--- src/rtl/spu_pkg.sv ---
// Shared types for the SPU issue stage: unit codes, per-unit result latency, scoreboard entry.
package spu_pkg;

  typedef enum logic [2:0] {
    UNIT_NONE = 3'd0,
    UNIT_SF1  = 3'd1,
    UNIT_SF2  = 3'd2,
    UNIT_FP   = 3'd3,
    UNIT_BYTE = 3'd4,
    UNIT_LS   = 3'd5,
    UNIT_PERM = 3'd6,
    UNIT_BR   = 3'd7
  } unit_e;

  // Indexed by unit code, entry 0 first in the concatenation is BR (index 7).
  localparam logic [7:0][2:0] UNIT_LAT = {
    3'd1,  // BR
    3'd4,  // PERM
    3'd6,  // LS
    3'd4,  // BYTE
    3'd6,  // FP
    3'd4,  // SF2
    3'd2,  // SF1
    3'd1   // NONE
  };

  typedef struct packed {
    logic       valid;
    logic [6:0] rt;
    logic [2:0] unit;
    logic [2:0] lat;
  } sb_entry_t;

  function automatic logic [2:0] unit_lat(input logic [2:0] unit);
    return UNIT_LAT[unit];
  endfunction

endpackage

--- src/rtl/spu_issue_scoreboard_sb_match.sv ---
// Compares one register number against every scoreboard slot; hit when any valid slot matches.
module sb_match #(
  parameter int DEPTH = 8
) (
  input  logic [6:0]            reg_id,
  input  logic                  enable,
  input  logic [DEPTH-1:0]      slot_valid,
  input  logic [DEPTH-1:0][6:0] slot_rt,
  output logic                  hit
);

  logic [DEPTH-1:0] slot_hit;

  generate
    for (genvar gi = 0; gi < DEPTH; gi++) begin : g_cmp
      assign slot_hit[gi] = slot_valid[gi] & (slot_rt[gi] == reg_id);
    end
  endgenerate

  assign hit = enable & (|slot_hit);

endmodule

--- src/rtl/spu_issue_scoreboard.sv ---
// Issue scoreboard: a shift-register of in-flight results indexed by cycles-to-writeback,
// with RAW/WAW and writeback-port hazard detection and age-based flush.
module spu_issue_scoreboard
  import spu_pkg::*;
#(
  parameter int DEPTH     = 8,
  parameter int FLUSH_AGE = 2
) (
  input  logic       clk,
  input  logic       reset,
  input  logic       flush,
  input  logic       issue_valid,
  input  logic [2:0] issue_unit,
  input  logic [6:0] issue_rt,
  input  logic [6:0] issue_ra,
  input  logic [6:0] issue_rb,
  input  logic [6:0] issue_rc,
  input  logic [2:0] src_used,
  input  logic       rt_write,
  output logic       issue_ready,
  output logic       stall_raw,
  output logic       stall_wb,
  output logic       wb_valid,
  output logic [6:0] wb_rt,
  output logic [2:0] wb_unit,
  output logic       busy
);

  localparam int IW = $clog2(DEPTH);

  sb_entry_t             slot_reg  [DEPTH];
  sb_entry_t             slot_next [DEPTH];
  logic [DEPTH-1:0]      slot_valid;
  logic [DEPTH-1:0][6:0] slot_rt;
  logic [DEPTH-1:0]      next_valid;

  logic [2:0]    lat;
  logic [IW-1:0] lat_idx;
  logic          hit_ra, hit_rb, hit_rc, hit_rt;
  logic          fire, insert, retire_kill;
  sb_entry_t     new_entry;

  assign lat       = unit_lat(issue_unit);
  assign lat_idx   = IW'(lat);
  assign new_entry = '{valid: 1'b1, rt: issue_rt, unit: issue_unit, lat: lat};

  generate
    for (genvar gi = 0; gi < DEPTH; gi++) begin : g_view
      assign slot_valid[gi] = slot_reg[gi].valid;
      assign slot_rt[gi]    = slot_reg[gi].rt;
      assign next_valid[gi] = slot_next[gi].valid;
    end
  endgenerate

  sb_match #(.DEPTH(DEPTH)) u_match_ra (
    .reg_id(issue_ra), .enable(src_used[2]), .slot_valid(slot_valid), .slot_rt(slot_rt), .hit(hit_ra)
  );
  sb_match #(.DEPTH(DEPTH)) u_match_rb (
    .reg_id(issue_rb), .enable(src_used[1]), .slot_valid(slot_valid), .slot_rt(slot_rt), .hit(hit_rb)
  );
  sb_match #(.DEPTH(DEPTH)) u_match_rc (
    .reg_id(issue_rc), .enable(src_used[0]), .slot_valid(slot_valid), .slot_rt(slot_rt), .hit(hit_rc)
  );
  sb_match #(.DEPTH(DEPTH)) u_match_rt (
    .reg_id(issue_rt), .enable(rt_write), .slot_valid(slot_valid), .slot_rt(slot_rt), .hit(hit_rt)
  );

  assign stall_raw   = hit_ra | hit_rb | hit_rc | hit_rt;
  // slot[L] is about to shift into slot[L-1], exactly where the new result would land.
  assign stall_wb    = rt_write & slot_valid[lat_idx];
  assign issue_ready = !stall_raw && !stall_wb && !flush && !reset;
  assign fire        = issue_valid & issue_ready;
  assign insert      = fire & rt_write;

  generate
    for (genvar gi = 0; gi < DEPTH; gi++) begin : g_slot
      sb_entry_t shifted;
      logic      young;
      if (gi < DEPTH - 1) begin : g_up
        assign shifted = slot_reg[gi+1];
      end else begin : g_top
        assign shifted = '0;
      end
      // Age after the shift is lat-1-gi, i.e. lat-(source slot index).
      assign young = (int'(shifted.lat) - gi - 1) < FLUSH_AGE;
      assign slot_next[gi] = (insert && (int'(lat) == gi + 1)) ? new_entry :
                             (flush && young)                   ? sb_entry_t'('0) :
                                                                  shifted;
    end
  endgenerate

  // The retiring entry shifts to "slot -1", so its post-shift age equals its latency.
  assign retire_kill = flush && (int'(slot_reg[0].lat) < FLUSH_AGE);

  always_ff @(posedge clk) begin
    if (reset) begin
      slot_reg <= '{default: '0};
      wb_valid <= 1'b0;
      wb_rt    <= '0;
      wb_unit  <= '0;
      busy     <= 1'b0;
    end else begin
      slot_reg <= slot_next;
      wb_valid <= slot_reg[0].valid & !retire_kill;
      wb_rt    <= slot_reg[0].rt;
      wb_unit  <= slot_reg[0].unit;
      busy     <= |next_valid;
    end
  end

endmodule

--- config.mk ---
export PLATFORM = sky130hd
export DESIGN_NAME = spu_issue_scoreboard
export DESIGN_NICKNAME = d
export VERILOG_FILES = /design/src/rtl/spu_pkg.sv /design/src/rtl/spu_issue_scoreboard_sb_match.sv /design/src/rtl/spu_issue_scoreboard.sv
export SDC_FILE = /design/constraint.sdc
export NUM_CORES = 1
export LEC_CHECK = 0
export ABC_AREA = 1
export BUFFER_PORTS_ARGS = -buffer_cell sky130_fd_sc_hd__buf_2
export CORE_AREA = 2 2 145 147
export DETAILED_ROUTE_END_ITERATION = 12
export DIE_AREA = 0 0 147 149
export GPL_TIMING_DRIVEN = 0
export PLACE_DENSITY_LB_ADDON = 0.12
export SLEW_MARGIN = 0
export SYNTH_ARGS = -nofsm -noshare
export SYNTH_HDL_FRONTEND = slang
export SYNTH_SLANG_ARGS = --single-unit
--- constraint.sdc ---
create_clock -name clk -period 5.5 [get_ports clk]
set_input_delay 1.1 -clock clk [delete_from_list [all_inputs] [get_ports clk]]
set_output_delay 1.1 -clock clk [all_outputs]
set_load 0.05 [all_outputs]
======== After elaboration in Yosys (flattened, before gate mapping) ========
Memory sizes are Yosys's and may differ from the RTL's.
Index checks and enable logic that the tools add are counted.
storage, ports and cells
  bits in read-only memories .............. 24
  bits in writable memories ............... 0
  memories ................................ 1
  output and inout port bits .............. 15
  logic and storage cells ................. 183
  latch bits .............................. 0
  flip-flop bits (word level) ............. 110
cells by class
  reductions and logical operators ........ 28
  div/mod/pow operators ................... 0
  shift-type cells ........................ 0
  multiply operators ...................... 0
  eq/ne operators ......................... 39
  add/subtract/negate cells ............... 13
  order comparisons ....................... 10
  mux-type cells .......................... 17
  bitwise logic cells ..................... 43
memories
  memory           depth  width  read ports  clocked after memory_dff  wr ports  RTL line       text
  (no name shown)  8      3      1           0                         0         spu_pkg.sv:35  return UNIT_LAT[unit];
operators by type and width
  cell                  count
  $eq 7x7->1            28
  $mux 14               14
  $and 1x1->1           36
  $reduce_or 8->1       4
  $lt 5x3->1 const B    6
  $sub 4x2->5 const B   6
  $eq 1x7->1 const A    4
  $logic_and 1x1->1     18
  $eq 3x3->1 const B    4
  $lt 3x4->1 const B    2
  $sub 3x1->4 const B   2
  $sub 3x2->4 const B   2
  $sub 3x3->4 const B   2
  $reduce_or 7->1       1
  $eq 3x2->1 const B    2
  $logic_not 1->1       5
  $and 1x1->1 const A   4
  $lt 4x3->1 const B    1
  $sub 1x3->4 const AB  1
  $bmux 1 s3            1
  $eq 3x1->1 const B    1
  $lt 3x2->1 const B    1
  $mux 3                1
  $or 1x1->1            3
  $mux 1                1

======== Logic depth before layout (Yosys ltp) ========
  word-level depth ........................ 16
  mapped depth ............................ 21
  gate-level depth less buffers ........... 19

======== Modules after synthesis ========
Synthesis repeated with hierarchy kept, for this count alone.
second synthesis, totals
  cell total of the unflattened synthesis .. 1,405
  area, all modules ....................... 8,310.5 µm²
modules (own cells, without submodules)
  module                area each (µm²)  sequential area each (µm²)  instances  cells an instance
  sb_match              1,141.1          0.0                         4          247
  spu_issue_scoreboard  3,746.1          2,182.1                     1          417

======== Least setup slack after synthesis ========
No wires, ideal clock.
  kind .................................... input -> output
  start ................................... input port issue_ra[4]
  end ..................................... output port issue_ready
  path slack .............................. 1.400 ns
  arrival ................................. 3.000 ns
  stages .................................. 16
  path through ............................ buf_4 -> inv_2 -> nand2_1 -> nand2_1 -> inv_1 -> nand2_1 -> nor2_1 -> nand2_1 -> nand2_1 -> nor2_1 -> nand2_1 -> nand2_1 -> nand2_4 -> nor2_8 -> inv_1 -> nor2_1
on the way
  cells in the longest elaborated chain, start to end .. 11
  elaborated cells on any way between the ends .. 25
  classes of those cells .................. eq/ne: 8; bitwise: 12; reduce/logical: 5
RTL lines
  what                                             RTL line                             text
  start: declaration                               spu_issue_scoreboard.sv:15           input logic [6:0] issue_ra,
  $eq 7x7->1 / $eq 1x7->1 (equally long branches)  spu_issue_scoreboard_sb_match.sv:16  assign slot_hit[gi] = slot_valid[gi] & (slot_rt[gi] == reg_id);
  $and 1x1->1                                      spu_issue_scoreboard_sb_match.sv:16
  $reduce_or 8->1 (*)                              spu_issue_scoreboard_sb_match.sv:20  assign hit = enable & (|slot_hit);
  $and 1x1->1 (*)                                  spu_issue_scoreboard_sb_match.sv:20
  $or 1x1->1 (*) (3 in series)                     spu_issue_scoreboard.sv:68           assign stall_raw = hit_ra | hit_rb | hit_rc | hit_rt;
  via stall_raw                                    spu_issue_scoreboard.sv:21           output logic stall_raw,
  $logic_not 1->1 (*)                              spu_issue_scoreboard.sv:71           assign issue_ready = !stall_raw && !stall_wb && !flush && !reset;
  $logic_and 1x1->1 (*) (3 in series)              spu_issue_scoreboard.sv:71
  end: declaration                                 spu_issue_scoreboard.sv:20           output logic issue_ready,
The timed path passes the listed nets; every way through them passes the cells marked *.

======== Worst setup path after layout ========
  start ................................... input port issue_ra[5]
  end ..................................... output port issue_ready
on the way
  cells in the longest elaborated chain, start to end .. 11
  elaborated cells on any way between the ends .. 25
  classes of those cells .................. eq/ne: 8; bitwise: 12; reduce/logical: 5
RTL lines
  what                                             RTL line
  $eq 7x7->1 / $eq 1x7->1 (equally long branches)  spu_issue_scoreboard_sb_match.sv:16
  $and 1x1->1                                      spu_issue_scoreboard_sb_match.sv:16
  $reduce_or 8->1 (*)                              spu_issue_scoreboard_sb_match.sv:20
  $and 1x1->1 (*)                                  spu_issue_scoreboard_sb_match.sv:20
  $or 1x1->1 (*) (3 in series)                     spu_issue_scoreboard.sv:68
  $logic_not 1->1 (*)                              spu_issue_scoreboard.sv:71
  $logic_and 1x1->1 (*) (3 in series)              spu_issue_scoreboard.sv:71
Every way passes the cells marked *; elsewhere a longest branch is shown, timed or not.

==> flow_summary.toml <==
[global_route]
grt_pass1_wl_mm = 39.5
gr-total-overflow = 0
grt_antenna_before_repair = 0
grt_max_degree = 19
aggregate_global_route_resource_usage = 0.244
grt_pass1_vias = 6518

[detailed_routing]
route.detailed.drc = 0
final_routed_wirelength_across_all_metal_layers_mm = 26.2
postRouteAntennaNets = 0
number_of_vias_per_cell = 4.87
routed-via-count = 6978
first_pass_iters = 5
wl_per_cell_um = 18.3
drt-initial-drc-count = 513

[power_and_ir_drop]
netSwitchingFraction = 0.303
combPwrFrac = 0.164
clock_power_share = 0.369
power_report.internal_total_uw = 1220
p_switching_uw = 533
share_seq_of_total_power = 0.467
ir_worst_vdd_mv = 0.168
power_density_mw_per_mm2 = 225
power.static_leakage_uw = 0.00367

[worst_setup_path]
arrival_ns = 2.89
start_kind = "input port"
reg2reg_setup_slack_ns = 3.13
worst-r2r-cell-count = 18
critPathCaptureType = "output pin"
criticalPathCategory = "in2out"
worstPathMaxFanout = 8
critical_path.reg2reg.endpoint = "busy$_SDFF_PP0_"
critical_path_required_ns = 4.40
timing.rr.start = "g_slot[0].shifted[6]$_SDFF_PP0_"

[run]
max_cap_violations = 0

[cts]
number_of_buffers_inserted_during_clock_tree_synthesis = 9
cts_htree_levels = 3
numClockSinks = 109
cts_tree = "done"
clockRootBuffer = "sky130_fd_sc_hd__clkbuf_16"
cts.path.max_buffers = 2
post_cts_hold_buffer_count = 0
cts-resized-gates = 0
post-cts-setup-buffers = 0
worst_setup_hold_path_clk_slew_ns = 0.07
clock_latency_ns = 0.36

[worst_hold_path]
hold_path.startpoint = "slot_reg[102]$_SDFF_PP0_"
hold-path-endpoint = "wb_unit[1]$_SDFF_PP0_"
worst_hold_path.num_cells = 2
hold_path.class = "reg2reg"

[finish]
final.fill_count = 2276
final_net_count = 1201
layout.cells.most_common_list = "sky130_fd_sc_hd__nand2_1 (384), sky130_fd_sc_hd__nor2_1 (122), sky130_fd_sc_hd__inv_1 (118)"
postLayoutCellArea_mm2 = 0.00782
synthToLayoutAreaGrowth_pct = 11.5
final_common_cell = "sky130_fd_sc_hd__nand2_1"
flip_flop_count_of_the_largest_register_after_layout = 84
antenna_cells_inserted = 0
drive_gt1_frac = 0.137

[floorplan]
die_h_um = 149
core_region_area_mm2 = 0.0206
floorplan.io_pins = 54
start_util = 0.341
floorplan.die.width_um = 147
placementRows = 53
fp.dieArea_mm2 = 0.0219

[synthesis]
count_of_state_elements_after_synthesis = 109
synth_seq_area_share = 0.311
post_synthesis_cell_type_with_the_largest_combined_area = "sky130_fd_sc_hd__dfxtp_1"
synthesis.area_mm2 = 0.00701
cells_after_synthesis = 1103
ys_types = 44
yosysWarnings = 0
ys_dominant_reg_cell = "sky130_fd_sc_hd__dfxtp_1"
synthTopCellsByArea = "sky130_fd_sc_hd__dfxtp_1 (31%), sky130_fd_sc_hd__nand2_1 (21%), sky130_fd_sc_hd__xnor2_1 (8.1%)"
postSynth.asyncResetShare = 0
count_of_flip_flops_with_a_built_in_enable_after_synthesis = 0
synth_largest_type_area_fraction = 0.311
synth_area_per_cell_um2 = 6.36

[status]
status = "finished clean"

[sta]
layout_worst_path_cycle_share = 0.726
achievable-frequency_mhz = 251
setup_viol = 0
max_slew.worst_pin.slew_ns = 0.727
finalClockSkew_ns = 0.0150
crit_path_time_final_ns = 3.99
final_hold_viol_count = 0
timing.slew.headroom = 0.513
slew_viol_final = 0
unrepaired_setup_endpoints_after_global_routing = "no"
least_setup_slack_across_all_paths_after_layout_ns = 1.51
setup_tns_ns = 0

[placed_design]
gpl.final_weighted_congestion = 1.01
port_buffers = 27
post_dp_cell_area_mm2 = 0.00754
dp.final_hpwl_mm = 20.4
setup_ws_pre_cts_ns = 1.53
-- worst max path at each step --
| stage | to | from | slack, ns |
|---|---|---|---|
| after floorplan | issue_ready | issue_ra[4] | 1.40 |
| after global placement | issue_ready | issue_rb[3] | 1.52 |
| after detailed placement | issue_ready | issue_ra[5] | 1.53 |
| after CTS | issue_ready | issue_ra[5] | 1.52 |
| after global routing | issue_ready | issue_rb[0] | 1.37 |
| final | issue_ready | issue_ra[5] | 1.51 |
-- power by group through the flow --
stage / clock network [µW] / logic, µW / registers, µW
after detailed placement: 0 / 286 / 839
final: 648 / 289 / 821
after floorplan: 0 / 200 / 835
after global placement: 0 / 287 / 839
after CTS: 665 / 287 / 820
after global routing: 689 / 317 / 822
-- area by class of cell --
class                           instances  area (µm²)  share of cell area
Clock buffer                           10         239              0.0306
Multi-Input combinational cell        792        3860               0.494
Inverter                              153         602              0.0769
Sequential cell                       109        2180               0.279
Clock inverter                          4        40.0             0.00512
Timing Repair Buffer                   27         135              0.0173
Buffer                                 62         419              0.0536
Tap cell                              275         344              0.0440
-- kinds of logic (layout without fill, tap and decap cells) --
logic type,Yosys count,count (layout),share of synthesized area
adders and majority gates,8,8,0.0153
AOI/OAI and AO/OA,92,92,0.0769
buffers and inverters,215,256,0.146
other,1,14,0.000535
xor gates and xnor gates,65,65,0.0812
and+or+nand+nor,613,613,0.369
DFF,109,109,0.311
-- routing by layer --
layer  part of all wire  GRT usage  vias up
met5                  0          0        -
met4              0.026     0.0822        0
met3              0.065     0.0287       45
met2               0.47      0.418      273
met1               0.44      0.319     3205
li1                   -          -     3455
-- synthesized netlist by cell type (all sizes together), types with 3 or more instances --
library cell	n
nand3	39
buf	52
clkinv	4
clkbuf	10
ha	7
inv	149
o21ai	37
o22ai	3
nor3	5
xnor2	65
nand2	393
dfxtp	109
nand4	45
o211ai	12
nor2	129
a21oi	35
-- stage by stage --
step                      cells  utilization  total power, µW  hold WS, ns
after floorplan            1116            -             1030        0.388
after global placement     1418        0.367             1130        0.393
after detailed placement   1418        0.367             1120        0.395
after CTS                  1432        0.380             1770        0.404
after global routing       1432        0.380             1830        0.420
final                      1432        0.380             1760        0.406
-- critical path, cell delays in order --
cell and delay (ns):
sky130_fd_sc_hd__buf_4 0.18, sky130_fd_sc_hd__inv_2 0.16, sky130_fd_sc_hd__nand2_1 0.07, sky130_fd_sc_hd__nand4_1 0.08, sky130_fd_sc_hd__nor2_1 0.05, sky130_fd_sc_hd__nand2_1 0.13
sky130_fd_sc_hd__nand2_1 0.09, sky130_fd_sc_hd__nor2_1 0.15, sky130_fd_sc_hd__nand2_1 0.08, sky130_fd_sc_hd__nand2_1 0.10, sky130_fd_sc_hd__nand2_4 0.09, sky130_fd_sc_hd__nor2_8 0.19
sky130_fd_sc_hd__inv_1 0.08, sky130_fd_sc_hd__nor2_1 0.08, sky130_fd_sc_hd__buf_2 0.26
Power figures use the tool's default switching activity.
